--- src/rtl/nv_nvdla_reg_single_multi.sv ---
// Multi-group register sequencer: per-group op FSMs, consumer pointer, done counter and interrupt.
// Optional sticky error register enabled by defining NVDLA_REG_SINGLE_ERR_EN.
module nv_nvdla_reg_single_multi #(
   parameter int GROUPS = 2,
   parameter int PTR_W  = 1,
   parameter int CNT_W  = 8
) (
   input  logic                nvdla_core_clk,
   input  logic                nvdla_core_rst,
   input  logic [11:0]         reg_offset,
   input  logic [31:0]         reg_wr_data,
   input  logic                reg_wr_en,
   output logic [31:0]         reg_rd_data,
   output logic [PTR_W-1:0]    producer,
   output logic [PTR_W-1:0]    consumer,
   output logic [2*GROUPS-1:0] status,
   output logic [GROUPS-1:0]   op_en,
   output logic                op_start,
   input  logic                op_done,
   output logic                done_intr
);

   localparam logic [11:0] OFF_STATUS  = 12'h000;
   localparam logic [11:0] OFF_POINTER = 12'h004;
   localparam logic [11:0] OFF_OPEN    = 12'h008;
   localparam logic [11:0] OFF_DCNT    = 12'h00C;

   typedef enum logic [1:0] {
      ST_IDLE    = 2'd0,
      ST_RUNNING = 2'd1,
      ST_PENDING = 2'd2
   } grp_state_t;

   grp_state_t       state [GROUPS];
   logic [CNT_W-1:0] done_cnt;
   logic             running_any;
   logic             done_ok;
   logic             en_wr;
   logic             ptr_wr;
   logic             cnt_wr;
   logic [PTR_W-1:0] consumer_nxt;
   logic             unused_wr_bits;

   function automatic logic [CNT_W-1:0] sat_inc(input logic [CNT_W-1:0] v);
      return (&v) ? v : v + CNT_W'(1);
   endfunction

   assign en_wr          = reg_wr_en && (reg_offset == OFF_OPEN);
   assign ptr_wr         = reg_wr_en && (reg_offset == OFF_POINTER);
   assign cnt_wr         = reg_wr_en && (reg_offset == OFF_DCNT);
   assign done_ok        = op_done && running_any;
   assign consumer_nxt   = (consumer == PTR_W'(GROUPS - 1)) ? '0 : consumer + PTR_W'(1);
   assign unused_wr_bits = ^reg_wr_data;

   always_comb begin
      running_any = 1'b0;
      op_en       = '0;
      status      = '0;
      for (int g = 0; g < GROUPS; g++) begin
         running_any      = running_any | (state[g] == ST_RUNNING);
         op_en[g]         = (state[g] != ST_IDLE);
         status[2*g +: 2] = state[g];
      end
   end

   // All transitions sample the pre-edge state, so a done and a re-enable of the same group never chain.
   always_ff @(posedge nvdla_core_clk) begin
      if (nvdla_core_rst) begin
         for (int g = 0; g < GROUPS; g++) state[g] <= ST_IDLE;
         consumer  <= '0;
         producer  <= '0;
         done_cnt  <= '0;
         op_start  <= 1'b0;
         done_intr <= 1'b0;
      end else begin
         op_start  <= 1'b0;
         done_intr <= done_ok;
         for (int g = 0; g < GROUPS; g++) begin
            case (state[g])
               ST_IDLE:    if (en_wr && reg_wr_data[g]) state[g] <= ST_PENDING;
               ST_PENDING: if ((consumer == PTR_W'(g)) && !running_any) begin
                  state[g] <= ST_RUNNING;
                  op_start <= 1'b1;
               end
               ST_RUNNING: if (op_done) state[g] <= ST_IDLE;
               default:    state[g] <= ST_IDLE;
            endcase
         end
         if (done_ok) consumer <= consumer_nxt;
         if (cnt_wr)       done_cnt <= '0;
         else if (done_ok) done_cnt <= sat_inc(done_cnt);
         if (ptr_wr) producer <= reg_wr_data[PTR_W-1:0];
      end
   end

`ifdef NVDLA_REG_SINGLE_ERR_EN
   localparam logic [11:0] OFF_ERR = 12'h010;

   logic [1:0] err;
   logic       err_wr;
   logic       dbl_en;

   assign err_wr = reg_wr_en && (reg_offset == OFF_ERR);
   assign dbl_en = en_wr && |(reg_wr_data[GROUPS-1:0] & op_en);

   // Set events are OR-ed in after the clear mask so they win a same-cycle clear.
   always_ff @(posedge nvdla_core_clk) begin
      if (nvdla_core_rst) begin
         err <= 2'b00;
      end else begin
         err <= (err & ~(err_wr ? reg_wr_data[1:0] : 2'b00)) | {dbl_en, op_done && !running_any};
      end
   end
`endif

   always_comb begin
      reg_rd_data = '0;
      case (reg_offset)
         OFF_STATUS: begin
            for (int g = 0; g < GROUPS; g++) reg_rd_data[8*g +: 2] = state[g];
         end
         OFF_POINTER: begin
            reg_rd_data[PTR_W-1:0]  = producer;
            reg_rd_data[16 +: PTR_W] = consumer;
         end
         OFF_OPEN: reg_rd_data[GROUPS-1:0] = op_en;
         OFF_DCNT: reg_rd_data[CNT_W-1:0]  = done_cnt;
`ifdef NVDLA_REG_SINGLE_ERR_EN
         OFF_ERR:  reg_rd_data[1:0]        = err;
`endif
         default: ;
      endcase
   end

endmodule

--- config.mk ---
export PLATFORM = sky130hd
export DESIGN_NAME = nv_nvdla_reg_single_multi
export DESIGN_NICKNAME = d
export VERILOG_FILES = /design/src/rtl/nv_nvdla_reg_single_multi.sv
export SDC_FILE = /design/constraint.sdc
export NUM_CORES = 1
export LEC_CHECK = 0
export BUFFER_PORTS_ARGS = -buffer_cell sky130_fd_sc_hd__buf_4
export CAP_MARGIN = 40
export CORE_ASPECT_RATIO = 0.8
export CORE_MARGIN = 2
export CORE_UTILIZATION = 30
export CTS_BUF_LIST = sky130_fd_sc_hd__clkbuf_8
export DETAILED_ROUTE_END_ITERATION = 8
export PLACE_DENSITY = 0.61
export SLEW_MARGIN = 30
export SYNTH_ARGS = -nofsm -noshare
export SYNTH_HDL_FRONTEND = slang
export SYNTH_SLANG_ARGS = --single-unit
--- constraint.sdc ---
create_clock -name nvdla_core_clk -period 4.3 [get_ports nvdla_core_clk]
set_input_delay 0 -clock nvdla_core_clk [delete_from_list [all_inputs] [get_ports nvdla_core_clk]]
set_output_delay 0 -clock nvdla_core_clk [all_outputs]
set_load 0.02 [all_outputs]
==> results.yml <==
timing:
  final.period_utilization_pct: 40.3
  maxSlewViolCount: 0
  finalHoldViolations: 0
  fmax_mhz: 577
  timing.setup.tns_ns: 0
  min_period_ns: 1.73
  fin_worst_skew_ns: 0.000826
  rsz0062_at_grt: "no"
  setup_viol: 0
synthesis:
  synth_xor_xnor_area_share_pct: 1.42
  synthMuxAreaShare_pct: 2.54
  seq_area_frac_synth_pct: 28.5
  synthSimpleGateAreaFrac_pct: 39.3
  synth-edff-count: 3
  async_reset_ff_share_pct: 0
  synth_warnings: 0
  synth_top_family_by_area: "simple AND/OR/NAND/NOR gates"
  synth_cell_types: 44
  ys.flop_type: "dfxtp_1"
  netlist_area_sq_um: 1230
  synth_fa_ha_area_share_pct: 1.02
  syn_inst: 140
  synth_compound_area_share_pct: 11.5
  avgSynthCellArea_sq_um: 8.79
  ys_ff_latch: 16
setup_path:
  crit_required_ns: 4.23
  cp-end-kind: "flop"
  regToRegEndpoint: "state[0][0]"
  worstSetupStartpoint: "state[0][0]"
  r2r-start: "state[0][0]"
  worst_ep_arrival_time_ns: 1.67
  cp_max_fo: 6
  r2r_cells: 4
  worstSetupPathType: "flop to flop"
  setup.worst_path.start_class: "flop"
  rrSetupSlack_ns: 2.57
status:
  outcome: "finished clean"
layout:
  final_layout_size_suffix_gt1_share_pct: 32.2
  diodes: 0
  utilization_pct: 40.4
  mostFrequentLayoutCell: "buf_4"
  fin_nets: 230
  layout_common_cells: "buf_4, conb_1, nor2_1"
  area_growth_pct: 26.4
drt:
  vias_per_cell: 4.57
  drt_iter0_drc: 43
  dr_total_vias: 1074
  maxUsedRoutingLayer: "met4"
  drt_wl_total_mm: 2.69
  dr.pass1.iters: 4
  wl_per_cell_um: 11.4
  ant_nets: 0
  dr_wl_met3_um: 168
  met1Wirelength_mm: 1.40
  drc: 0
  dr_wl_met2_mm: 1.11
floorplanning:
  start_util_pct: 31.9
  die_h_um: 61.3
  row_count: 20
  die_area_sq_um: 4630
  ioPinCount: 90
  core_sq_um: 3850
  fp.dieW_um: 75.6
pwr:
  ir_drop_mv: 0.113
  power_density_nw_per_um2: 239
  leakagePower_uw: 0.000673
global_route:
  grt_pass1_vias: 906
  grt_max_degree: 13
  overflow: 0
  antenna_found_initial: 0
  grt_pass1_wl_mm: 4.25
  track_usage_pct: 12.2
placed_design:
  place_congestion: 0.739
  port_buffers: 38
  dp.final_hpwl_mm: 2.15
worst_hold_path:
  min_delay_path_depth: 3
  hp-class: "input port to flop"
  worst_hold_path.endpoint: "state[1][1]"
  min_from: "reg_wr_data[1]"
clock_tree:
  cts_made_buffers: 3
  clk_latency_ns: 0.25
  root_buffer: "clkbuf_8"
  cts_sinks: 16
  cts_resized: 0
  cts_buffer_depth: 2
  cts_tree: "done"
  htree_levels: 1
  cts.reportedPaths.clkPinSlew_ns: 0.06
flow_run:
  drv_cap: 0
Yosys cell counts (4+ instances only):
master / n / share of area, %
nor2_1: 17 / 5.2
dfxtp_1: 13 / 21
and2_1: 7 / 3.6
nor3_2: 4 / 3.3
a21oi_1: 4 / 1.6
o21ai_0: 4 / 1.6
buf_4: 21 / 13
nand4_1: 4 / 2.0
nand2_1: 7 / 2.1
what timing repair did:
action,in CTS,in global routing
buffers inserted,0,0
hold endpoints to repair,3,0
hold buffers,2,0
report_power, final:
part | leakage, uW | internal, uW | switching (uW) | total, uW
Combinational | 0.000507 | 28.8 | 46.6 | 75.5
Clock | 0.0000288 | 81.2 | 51.4 | 133
Sequential | 0.000137 | 158 | 6.54 | 164
Total | 0.000673 | 268 | 105 | 372
worst max path at each step:
stage	depth (start not counted)	to	slack, ns
2_1_floorplan	4	state[0][0]	2.59
3_3_place_gp	4	state[0][1]	2.59
3_5_place_dp	4	state[0][1]	2.58
4_1_cts	4	state[0][0]	2.57
5_1_grt	4	state[0][0]	2.45
6_report	4	state[0][0]	2.57
metrics by stage:
step | power [uW] | setup WS (ns) | instances | cell area (sq um) | hold WS (ns)
3_5_place_dp | 241 | 2.58 | 229 | 1480 | 0.262
2_1_floorplan | 229 | 2.59 | 160 | 1310 | 0.144
6_report | 372 | 2.57 | 235 | 1560 | 0.106
5_1_grt | 395 | 2.45 | 235 | 1560 | 0.130
3_3_place_gp | 241 | 2.59 | 229 | 1480 | 0.252
4_1_cts | 378 | 2.57 | 235 | 1560 | 0.103
layout make-up:
cell class | instances | area (sq um)
clock buffers | 4 | 55.1
fillers | 425 | 2300
inverters | 3 | 11.3
multi-input cells | 117 | 764
flip-flops and latches | 16 | 350
well taps | 55 | 68.8
repair buffers | 40 | 305
sequential cells by signal, indices dropped and copies added (netlist names):
name       cells
producer       1
done_intr      1
done_cnt       8
consumer       1
op_start       1
state          4
cells by family after synthesis:
family,Yosys count
AND/OR/NAND/NOR,70
buffers and inverters,27
other,1
AO/OA/AOI/OAI,20
flip-flops,16
multiplexers,3
XOR/XNOR,2
adder cells (fa/ha/maj),1
metal layers:
metal / vias to the layer above / global-route usage [%]
met5: - / 0
met4: 0 / 2.26
met3: 2 / 3.76
met2: 32 / 17.6
met1: 499 / 18.0
li1: 541 / -
critical path, stage by stage, from the launching register on:
cell and delay (ns):
edfxtp_1 0.45, or4b_1 0.55, o32ai_1 0.22, nor2_1 0.06, o21ai_0 0.13
Power figures use the tool's default switching activity.
